$ cat config.mk
export PLATFORM = sky130hd
export DESIGN_NAME = led_seq_ctrl
export DESIGN_NICKNAME = d
export VERILOG_FILES = /design/src/rtl/led_seq_ctrl.sv
export SDC_FILE = /design/constraint.sdc
export NUM_CORES = 1
export LEC_CHECK = 0
export ABC_AREA = 1
export CAP_MARGIN = 5
export CORE_MARGIN = 2
export CORE_UTILIZATION = 26
export DETAILED_ROUTE_END_ITERATION = 16
export PLACE_DENSITY = 0.42
export REMOVE_ABC_BUFFERS = 1
export SKIP_CTS_REPAIR_TIMING = 1
export SYNTH_ARGS = -nofsm -noshare
export SYNTH_HDL_FRONTEND = slang
export SYNTH_SLANG_ARGS = --single-unit
$ cat constraint.sdc
create_clock -name clk -period 5.45 [get_ports clk]
set_clock_uncertainty 0.15 [all_clocks]
set_input_delay 1.09 -clock clk [delete_from_list [all_inputs] [get_ports clk]]
set_output_delay 1.09 -clock clk [all_outputs]
set_load 0.01 [all_outputs]
$ cat src/rtl/led_seq_ctrl.sv
// led_seq_ctrl: 8-LED pattern sequencer with internal step tick and button debouncer.
// Optional feature macro: LED_SEQ_PINGPONG_EN (mode 10 = PINGPONG; otherwise mode 10 = ROTATE).
module led_seq_ctrl #(
  parameter int unsigned CLK_HZ     = 125000000,
  parameter int unsigned TICK_HZ    = 1,
  parameter int unsigned DEB_CYCLES = 1250000,
  parameter int unsigned WIDTH      = 8
) (
  input  logic             clk,
  input  logic             rst,
  input  logic             btn_in,
  input  logic [1:0]       mode_sw,
  input  logic             run_sw,
  output logic [WIDTH-1:0] led,
  output logic             tick,
  output logic [1:0]       state,
  output logic             btn_db
);

  localparam int unsigned DIV = CLK_HZ / TICK_HZ;
  localparam int unsigned CW  = $clog2(DIV);
  localparam int unsigned DW  = $clog2(DEB_CYCLES + 1);

  localparam logic [1:0] M_SHIFT    = 2'b00;
  localparam logic [1:0] M_ROTATE   = 2'b01;
  localparam logic [1:0] M_PINGPONG = 2'b10;
  localparam logic [1:0] M_FILL     = 2'b11;

  typedef enum logic [1:0] {
    ST_IDLE  = 2'd0,
    ST_LOAD  = 2'd1,
    ST_RUN   = 2'd2,
    ST_PAUSE = 2'd3
  } state_t;

  state_t           r_state;
  state_t           w_state_nx;
  logic [WIDTH-1:0] r_led;
  logic [WIDTH-1:0] w_led_nx;
  logic [WIDTH-1:0] w_step_led;
  logic [CW-1:0]    r_cnt;
  logic [CW-1:0]    w_cnt_nx;
  logic             r_tick;
  logic             w_tick_nx;
  logic [1:0]       r_mode_q;
  logic [1:0]       w_mode_q_nx;
`ifdef LED_SEQ_PINGPONG_EN
  logic             r_dir;       // 1 = moving toward led[WIDTH-1]
  logic             w_dir_nx;
  logic             w_step_dir;
`endif

  logic             r_sync1;
  logic             r_sync2;
  logic             r_btn_db;
  logic             r_btn_db_d;
  logic [DW-1:0]    r_deb_cnt;
  logic             w_btn_rise;

  // Two-flop synchronizer plus stable-count debouncer; any bounce clears the count
  always_ff @(posedge clk) begin
    if (rst) begin
      r_sync1    <= 1'b0;
      r_sync2    <= 1'b0;
      r_btn_db   <= 1'b0;
      r_btn_db_d <= 1'b0;
      r_deb_cnt  <= '0;
    end else begin
      r_sync1    <= btn_in;
      r_sync2    <= r_sync1;
      r_btn_db_d <= r_btn_db;
      if (r_sync2 != r_btn_db) begin
        if (r_deb_cnt == DW'(DEB_CYCLES - 1)) begin
          r_btn_db  <= r_sync2;
          r_deb_cnt <= '0;
        end else begin
          r_deb_cnt <= r_deb_cnt + DW'(1);
        end
      end else begin
        r_deb_cnt <= '0;
      end
    end
  end

  assign w_btn_rise = r_btn_db & ~r_btn_db_d;

  // Pattern advance for one step of the active mode
  always_comb begin
    w_step_led = r_led;
`ifdef LED_SEQ_PINGPONG_EN
    w_step_dir = r_dir;
`endif
    case (r_mode_q)
      M_SHIFT:  w_step_led = {r_led[WIDTH-2:0], r_btn_db};
      M_ROTATE: w_step_led = {r_led[WIDTH-2:0], r_led[WIDTH-1]};
`ifdef LED_SEQ_PINGPONG_EN
      M_PINGPONG: begin
        // Reverse on reaching an end so each end is lit for a single step
        if (r_dir) begin
          if (r_led[WIDTH-1]) begin
            w_step_led = r_led >> 1;
            w_step_dir = 1'b0;
          end else begin
            w_step_led = r_led << 1;
          end
        end else begin
          if (r_led[0]) begin
            w_step_led = r_led << 1;
            w_step_dir = 1'b1;
          end else begin
            w_step_led = r_led >> 1;
          end
        end
      end
`else
      M_PINGPONG: w_step_led = {r_led[WIDTH-2:0], r_led[WIDTH-1]};
`endif
      M_FILL: begin
        if (&r_led) w_step_led = '0;
        else        w_step_led = {r_led[WIDTH-2:0], 1'b1};
      end
      default: w_step_led = r_led;
    endcase
  end

  // Next-state, counter, LED and registered-output decode
  always_comb begin
    w_state_nx  = r_state;
    w_led_nx    = r_led;
    w_cnt_nx    = r_cnt;
    w_mode_q_nx = r_mode_q;
`ifdef LED_SEQ_PINGPONG_EN
    w_dir_nx    = r_dir;
`endif
    case (r_state)
      ST_IDLE: begin
        w_led_nx = '0;
        w_cnt_nx = '0;
        if (run_sw) w_state_nx = ST_LOAD;
      end
      ST_LOAD: begin
        w_cnt_nx   = '0;
        w_state_nx = ST_RUN;
        case (r_mode_q)
          M_SHIFT:  w_led_nx = r_led;
          M_ROTATE: if (r_led == '0) w_led_nx = WIDTH'(1);
`ifdef LED_SEQ_PINGPONG_EN
          M_PINGPONG: begin
            w_led_nx = WIDTH'(1);
            w_dir_nx = 1'b1;
          end
`else
          M_PINGPONG: if (r_led == '0) w_led_nx = WIDTH'(1);
`endif
          M_FILL:   w_led_nx = '0;
          default:  w_led_nx = r_led;
        endcase
      end
      ST_RUN: begin
        w_cnt_nx = (r_cnt == CW'(DIV - 1)) ? '0 : r_cnt + CW'(1);
        if (!run_sw) begin
          w_state_nx = ST_PAUSE;
        end else if (mode_sw != r_mode_q) begin
          w_state_nx = ST_LOAD;
        end else if (w_btn_rise && (r_mode_q != M_SHIFT)) begin
          w_state_nx = ST_LOAD;
        end else if (r_tick) begin
          w_led_nx = w_step_led;
`ifdef LED_SEQ_PINGPONG_EN
          w_dir_nx = w_step_dir;
`endif
        end
      end
      ST_PAUSE: begin
        if (run_sw) w_state_nx = (mode_sw != r_mode_q) ? ST_LOAD : ST_RUN;
      end
      default: w_state_nx = ST_IDLE;
    endcase
    // Mode is captured on entry to LOAD so the LOAD action already sees it
    if (w_state_nx == ST_LOAD) w_mode_q_nx = mode_sw;
    w_tick_nx = (w_state_nx == ST_RUN) && (w_cnt_nx == CW'(DIV - 1));
  end

  // Sequencer state register
  always_ff @(posedge clk) begin
    if (rst) begin
      r_state  <= ST_IDLE;
      r_led    <= '0;
      r_cnt    <= '0;
      r_tick   <= 1'b0;
      r_mode_q <= M_SHIFT;
`ifdef LED_SEQ_PINGPONG_EN
      r_dir    <= 1'b1;
`endif
    end else begin
      r_state  <= w_state_nx;
      r_led    <= w_led_nx;
      r_cnt    <= w_cnt_nx;
      r_tick   <= w_tick_nx;
      r_mode_q <= w_mode_q_nx;
`ifdef LED_SEQ_PINGPONG_EN
      r_dir    <= w_dir_nx;
`endif
    end
  end

  assign led    = r_led;
  assign tick   = r_tick;
  assign state  = r_state;
  assign btn_db = r_btn_db;

endmodule
==> results.cfg, run 1 <==
[status]
status = complete, no violations

[routing]
totalWireLength_um = 9430
wl_per_cell_um = 12.3
num_vias = 3456
drc = 0
drt_first_pass_iters = 4
ant_nets = 0
drtIter0Drc = 183
routed_via_density = 4.49

[worst_hold_path]
holdPathStages = 2
hold_class = register to register
worstHoldStart = r_sync1
holdPathEnd = r_sync2

[worst_setup_path]
critical_path_class = primary input to register
crit_arrival_ps = 3260
slowest_stage = clkdlybuf4s50_1
reg2reg_slack_ps = 2880
required_ps = 5560
startpoint_type = primary input
ff2ff_path_depth = 11
r2r_start = state[0]
crit_path_end_kind = register
path_max_fanout = 15
max_stage_delay_ps = 710
crit_chain = clkdlybuf4s50_1 -> inv_1 -> o21ai_0 -> a21oi_1 -> nand2_1 -> inv_1 -> o21ai_0 -> a21oi_1
r2r-end = tick

[clock_network]
cts_htree_levels = 3
clkSinkCount = 65
cts_buffers = 9
cts_tree = built
clock_latency_ps = 340
clk_pin_slew_worst_paths_ps = 60
root_buffer = clkbuf_16
clockBufferDepth = 2

[yosys]
synth_area_leader_cell = dfxtp_1
ys.warnings.count = 0
yosys-top-cells-area = dfxtp_1, nand2_1, nor2_1
ys_types = 31
syn_inst = 563
synth_top_area_share = 0.355
ys_seq_elements = 65
syn-cell-area_mm2 = 0.00367
ys_seq_area_frac = 0.355
synth.avg_cell_area_um2 = 6.52

[power]
power_frac_clock = 0.394
power_switching_mw = 0.457
combPwrFrac = 0.217
swShare = 0.327
power.leakage_nw = 1.61
p_int_mw = 0.942
irDropWorstVdd_v = 0.000161
power_density_mw_per_mm2 = 324
finalPower_mw = 1.40
seqPwrFrac = 0.390

[floorplanning]
dieWidth_um = 123
fp-row-count = 43
die_area_mm2 = 0.0151
start_util = 0.265
die_h_um = 123
core_region_area_mm2 = 0.0138
io_pins = 18

[sta]
slew_viol_final = 0
rsz0062_at_grt = no
fin_crit_sh = 0.577
holdWs_ps = 261
fin_tns_setup_ps = 0
hold_violations = 0
slew_headroom = 0.377
fmax_mhz = 318
worst_pin_slew_ps = 932
fin_crit_ps = 3140
setup_viol = 0

[global_route]
met2_usage = 0.213
grt_max_degree = 26
antenna_found_initial = 0
grt_pass1_vias = 3405
grt-busiest-layer = met2
grt_util_met1 = 0.187
grt_pass1_wl_um = 16300
overflow = 0
groute.layer.met3.usage = 0.0423
groute.usage.overall = 0.138

[final_layout]
utilization = 0.312
drive_gt1_frac = 0.0798
area_delta_synth_final_pct = 17.6
stdcell_area_mm2 = 0.00432
final_net_count = 598
diodes = 0

[place]
dp_hpwl_um = 6980
place_area_mm2 = 0.00403
gp_congestion = 0.814
port_buffers = 17

[job]
drv_cap = 0
==> final cells by class <==
cell class / count / area, um^2
Clock buffer: 11 / 243
Clock inverter: 5 / 40.0
Fill cell: 1542 / 9510
Inverter: 83 / 312
Multi-Input combinational cell: 408 / 2020
Sequential cell: 65 / 1300
Tap cell: 180 / 225
Timing Repair Buffer: 17 / 170
==> synth_stat cells, drive strengths merged <==
cell type,instances
nor2,107
a211oi,2
dfxtp,65
xnor2,5
o21bai,2
ha,8
nand4,19
nand3b,2
nand3,47
nand2,140
clkinv,1
nor3,15
inv,82
clkbuf,3
or2,1
xor2,10
o21a,1
buf,4
nor4,3
a21oi,26
nor3b,1
o21ai,19
==> kinds of logic after synthesis <==
family	share of synthesized area
buf+inv	0.0935
compound gates	0.0716
fa+ha+maj	0.0273
simple gates	0.415
flops	0.355
xor+xnor	0.0379
==> placed cells by master (no fill, tap or decap), types with 2 or more instances in the layout <==
cell	instances
nand2_1	136
dfxtp_1	65
xnor2_1	5
ha_1	8
nand4_1	19
nor2_2	9
inv_2	5
nand3b_1	2
nor3_1	12
clkinvlp_4	3
clkdlybuf4s50_1	17
nand2_2	3
nand3_1	44
nand3_2	3
o21ai_0	19
nor4_1	3
xor2_1	9
inv_1	77
nor2_4	6
a211oi_1	2
nor2_1	92
o21bai_1	2
clkbuf_16	9
nor3_2	2
a21oi_1	26
==> routing by layer <==
layer  vias up  wire [um]
li1       1830          -
met3        12        335
met1      1558       4850
met5         -          0
met4         0        131
met2        56       4120
==> state kept, by name, summed over array words and instances (netlist names) <==
register / cells
r_cnt: 27
r_deb_cnt: 21
led: 8
r_mode_q: 2
state: 2
btn_db: 1
r_btn_db_d: 1
r_sync1: 1
r_sync2: 1
tick: 1
==> critical path, delay by kind of cell <==
kind	cells	cell delay [ps]
AND/OR/NAND/NOR	1	310
buffers and inverters	3	1350
AO/OA/AOI/OAI	4	500
==> worst max path at each step <==
stage | from | to | slack [ps] | depth (start not counted)
detailed placement | rst | r_deb_cnt[15] | 1900 | 8
global route | rst | r_deb_cnt[19] | 1960 | 8
CTS | rst | r_deb_cnt[11] | 2260 | 8
finish | rst | r_deb_cnt[11] | 2310 | 8
global placement | rst | r_deb_cnt[15] | 1990 | 8
floorplan | mode_sw[0] | led[5] | 3170 | 7
==> power by group through the flow <==
stage / Combinational (mW) / Sequential, mW / Clock (mW)
2_1_floorplan: 0.186 / 0.555 / 0
3_3_place_gp: 0.303 / 0.557 / 0
3_5_place_dp: 0.302 / 0.555 / 0
4_1_cts: 0.305 / 0.545 / 0.566
5_1_grt: 0.348 / 0.554 / 0.588
6_report: 0.303 / 0.545 / 0.550
==> through the flow <==
step                std cells  worst slack (ps)
floorplan                 556              3170
global placement          753              1990
detailed placement        753              1900
CTS                       769              2260
global route              769              1960
finish                    769              2310
Note: power is estimated with default switching activity, not from simulation.
==> run 2, diff against run 1 <==
Clock period 5.45 ns to 3.3 ns, I/O delays scaled along.
==> run 2 against run 1 <==
Against the previous run: critical endpoint is now tick; power up 65%; sequential power up 66%; routed wire length down 1.5%; clock-buffer cell count unchanged; first-iteration DRC count up 21%; non-clock buffer count up 4; register-to-register slack worse by 1900 ps; sequential share of layout area down 0.21 points; die area unchanged.
==> results.cfg, run 2 (synthesis results as in run 1) <==
[sta]
worst_pin_slew_ps = 360
slew_headroom = 0.758
setup_viol = 0
rsz0062_at_grt = no
hold_violations = 0
fmax_mhz = 437
slew_viol_final = 0
fin_crit_ps = 2290
fin_crit_sh = 0.694
fin_tns_setup_ps = 0

[clock_network]
root_buffer = clkbuf_16
cts_htree_levels = 3
clkSinkCount = 65
cts_buffers = 9
clock_latency_ps = 340
clockBufferDepth = 2
clk_pin_slew_worst_paths_ps = 60
cts_tree = built

[routing]
drt_first_pass_iters = 4
routed_via_density = 4.45
drc = 0
num_vias = 3438
ant_nets = 0
totalWireLength_um = 9290
wl_per_cell_um = 12.0
drtIter0Drc = 222

[global_route]
groute.usage.overall = 0.135
antenna_found_initial = 0
grt_pass1_wl_um = 15700
grt_pass1_vias = 3271
grt_max_degree = 26
overflow = 0

[place]
port_buffers = 17
dp_hpwl_um = 7050
gp_congestion = 0.844

[worst_setup_path]
ff2ff_path_depth = 11
r2r_start = state[0]
crit_arrival_ps = 2410
worst-path-buf-inv = 1
reg2reg_slack_ps = 1010
cp_top_family = simple AND/OR/NAND/NOR gates
required_ps = 3420
r2r-end = tick
path_max_fanout = 5
critical_path_class = register to register
startpoint_type = register
max_stage_delay_ps = 360
crit_path_end_kind = register
crit_chain = ha_1 -> inv_2 -> nand2_1 -> nor2_4 -> nand3_2 -> nor2_4 -> xor2_1 -> nand2_1 -> nor2_1 -> nand3_1 -> nor2_1
slowest_stage = dfxtp_1

[final_layout]
drive_gt1_frac = 0.0860
final_common_cell = nand2_1
final_cell_mix = nand2_1, nor2_1, inv_1
area_delta_synth_final_pct = 18.5
largest_register_ffs = 27
num-fill-cells = 1528
diodes = 0
utilization = 0.314
top_register = r_cnt
final_net_count = 602

[floorplanning]
dieWidth_um = 123
die_h_um = 123
start_util = 0.265
die_area_mm2 = 0.0151
core_region_area_mm2 = 0.0138
fp-row-count = 43
io_pins = 18

[power]
irDropWorstVdd_v = 0.000309
power_density_mw_per_mm2 = 532
power.leakage_nw = 1.63
swShare = 0.325
combPwrFrac = 0.216
power_switching_mw = 0.752
p_int_mw = 1.56
power_frac_clock = 0.393
seqPwrFrac = 0.391

[worst_hold_path]
hold_class = register to register
holdPathEnd = r_sync2
holdPathStages = 2
worstHoldStart = r_sync1

[job]
drv_cap = 0

[status]
status = complete, no violations
[run 2: worst max path at each step]
stage	startpoint	endpoint	slack, ps	cells past startpoint
floorplan	state[0]	tick	1310	11
global placement	mode_sw[0]	led[7]	800	8
detailed placement	mode_sw[0]	led[0]	760	8
CTS	state[0]	tick	980	11
global route	state[0]	tick	740	11
finish	state[0]	tick	1010	11
[run 2: power by group through the flow]
stage / clock [mW] / sequential, mW / combinational (mW)
after floorplan: 0 / 0.916 / 0.307
after global placement: 0 / 0.920 / 0.501
after detailed placement: 0 / 0.920 / 0.501
after CTS: 0.948 / 0.903 / 0.504
after global routing: 0.979 / 0.913 / 0.575
final: 0.909 / 0.904 / 0.500
[run 2: area by class of cell]
type                    count  area, um^2  area share
flip-flops and latches     65        1300       0.299
well taps                 180         225      0.0518
clock inverters             5        40.0     0.00921
inverters                  83         312      0.0717
repair buffers             21         200      0.0461
multi-input cells         408        2020       0.466
clock buffers              11         243      0.0559
[run 2: stage by stage]
step | power (mW) | cell area [um^2] | hold WS [ps] | std cells | setup WS (ps)
after floorplan | 1.22 | 3640 | 238 | 556 | 1310
after CTS | 2.35 | 4350 | 255 | 773 | 980
after detailed placement | 1.42 | 4060 | 246 | 757 | 759
final | 2.31 | 4350 | 256 | 773 | 1010
after global routing | 2.47 | 4350 | 275 | 773 | 738
after global placement | 1.42 | 4060 | 246 | 757 | 796
[run 2: routing by layer]
layer | vias to the layer above | track usage | wire [um]
li1 | 1834 | - | -
met2 | 41 | 0.211 | 4150
met5 | - | 0 | 0
met3 | 11 | 0.0423 | 280
met1 | 1552 | 0.176 | 4740
met4 | 0 | 0.0431 | 121
[run 2: worst min-delay path, cell delays in order (launching register included)]
cell	delay [ps]
dfxtp_1	300
inv_1	40
nor2_1	30
==> run 3, diff against run 2 <==
Clock period 3.3 ns to 2.26 ns, I/O delays scaled along.
==> run 3 against run 2 <==
Against the previous run: flip-flop and latch count is the same; critical path depth fell by 1; hold slack is essentially flat; register-to-register slack worse by 790 ps; sequential power is 44% higher; core utilization is 1.0 points higher; power rose by 57%; combinational power increased by 63%; non-clock buffer count rose by 11; via count down 0.44%; die area stayed put; critical path type unchanged.
==> results.cfg, run 3 (synthesis results as in run 1) <==
[power]
irDropWorstVdd_v = 0.000437
power_density_mw_per_mm2 = 807
finalPower_mw = 3.62
power.leakage_nw = 1.72

[worst_setup_path]
reg2reg_slack_ps = 220
critical_path_class = register to register
startpoint_type = register
path_max_fanout = 6
ff2ff_path_depth = 10
crit_path_end_kind = register
required_ps = 2390
crit_arrival_ps = 2160
r2r-end = tick
r2r_start = state[0]

[sta]
hold_violations = 0
setup_viol = 0
slew_headroom = 0.766
slew_viol_final = 0
fin_crit_sh = 0.902
worst_pin_slew_ps = 348
fin_crit_ps = 2040
rsz0062_at_grt = no
fmax_mhz = 491

[routing]
drc = 0
num_vias = 3423
routed_via_density = 4.37
totalWireLength_um = 9240
wl_per_cell_um = 11.8
drt_first_pass_iters = 4
drtIter0Drc = 160
ant_nets = 0

[final_layout]
final_net_count = 613
utilization = 0.325
top_register = r_cnt
largest_register_ffs = 27
final_cell_mix = nand2_1, nor2_1, inv_1
final_cells = 784
diodes = 0
multi_input_area_mm2 = 0.00204
seq_area_mm2 = 0.00130
area_delta_synth_final_pct = 22.4
num-fill-cells = 1520
drive_gt1_frac = 0.108
final_common_cell = nand2_1

[status]
status = complete, no violations

[clock_network]
cts_tree = built
root_buffer = clkbuf_16
clkSinkCount = 65
clockBufferDepth = 2
clk_pin_slew_worst_paths_ps = 60
cts_buffers = 9
cts_htree_levels = 3
clock_latency_ps = 340

[global_route]
overflow = 0
grt_pass1_vias = 3415
antenna_found_initial = 0
grt_max_degree = 26
groute.usage.overall = 0.138
grt_pass1_wl_um = 16100

[worst_hold_path]
holdPathEnd = r_sync2
worstHoldStart = r_sync1
hold_class = register to register
holdPathStages = 2

[place]
gp_congestion = 0.859
port_buffers = 17
dp.cells = 768
dp_hpwl_um = 7090

[job]
drv_cap = 0

[floorplanning]
die_h_um = 123
io_pins = 18
die_area_mm2 = 0.0151
core_region_area_mm2 = 0.0138
dieWidth_um = 123
fp-row-count = 43
start_util = 0.265
==> run 3: cell count changes in the layout (fill, tap and decap cells not counted), moves of 2 or more <==
cell | previous run | this run
buf_4 | 4 | 14
clkinvlp_4 | 3 | 0
bufinv_16 | 0 | 2
nor2_1 | 92 | 90
==> run 3: report_power, final <==
part	internal (mW)	leakage (nW)	switching (mW)	total, mW
combinational	0.339	1.03	0.474	0.813
clock	0.971	0.157	0.537	1.51
sequential	1.22	0.525	0.0836	1.30
==> run 3: area by class of cell <==
type / count / area share
well taps: 180 / 0.0502
inverters: 83 / 0.0694
multi-input cells: 408 / 0.454
clock buffers: 10 / 0.0510
repair buffers: 32 / 0.0658
flip-flops and latches: 65 / 0.290
clock inverters: 6 / 0.0203
==> run 3: how the worst max path moves through the flow <==
stage / start / end / slack, ps / cells after the start
finish: state[0] / tick / 220 / 10
global route: r_cnt[0] / tick / 10 / 14
floorplan: state[0] / tick / 270 / 11
CTS: state[0] / tick / 110 / 10
global placement: mode_sw[0] / r_mode_q[0] / 30 / 10
detailed placement: mode_sw[0] / r_mode_q[1] / -4 / 10
==> run 3: through the flow <==
| step | hold WS [ps] | worst slack (ps) | setup TNS (ps) | cell area (um^2) |
|---|---|---|---|---|
| after detailed placement | 242 | -4.08 | -4.08 | 4160 |
| final | 256 | 222 | 0 | 4490 |
| after CTS | 255 | 115 | 0 | 4480 |
| after floorplan | 238 | 270 | 0 | 3640 |
| after global routing | 273 | 14.3 | 0 | 4490 |
| after global placement | 245 | 32.6 | 0 | 4160 |
==> run 3: worst max-delay path, stage by stage, from the launching register on <==
cell     delay, ps
dfxtp_1        310
ha_1           240
buf_4          180
nor2_4         180
nand2_4        110
nor2_2         110
xor2_1         220
nand2_1         90
nor2_2         170
nand3_1        100
nor2_1         100
==> run 3: per-layer routing <==
| metal | share of wire | track usage | routed length (um) |
|---|---|---|---|
| met2 | 0.45 | 0.220 | 4180 |
| met4 | 0.014 | 0.0409 | 126 |
| met1 | 0.50 | 0.178 | 4640 |
| met3 | 0.032 | 0.0432 | 296 |
| met5 | 0 | 0 | 0 |
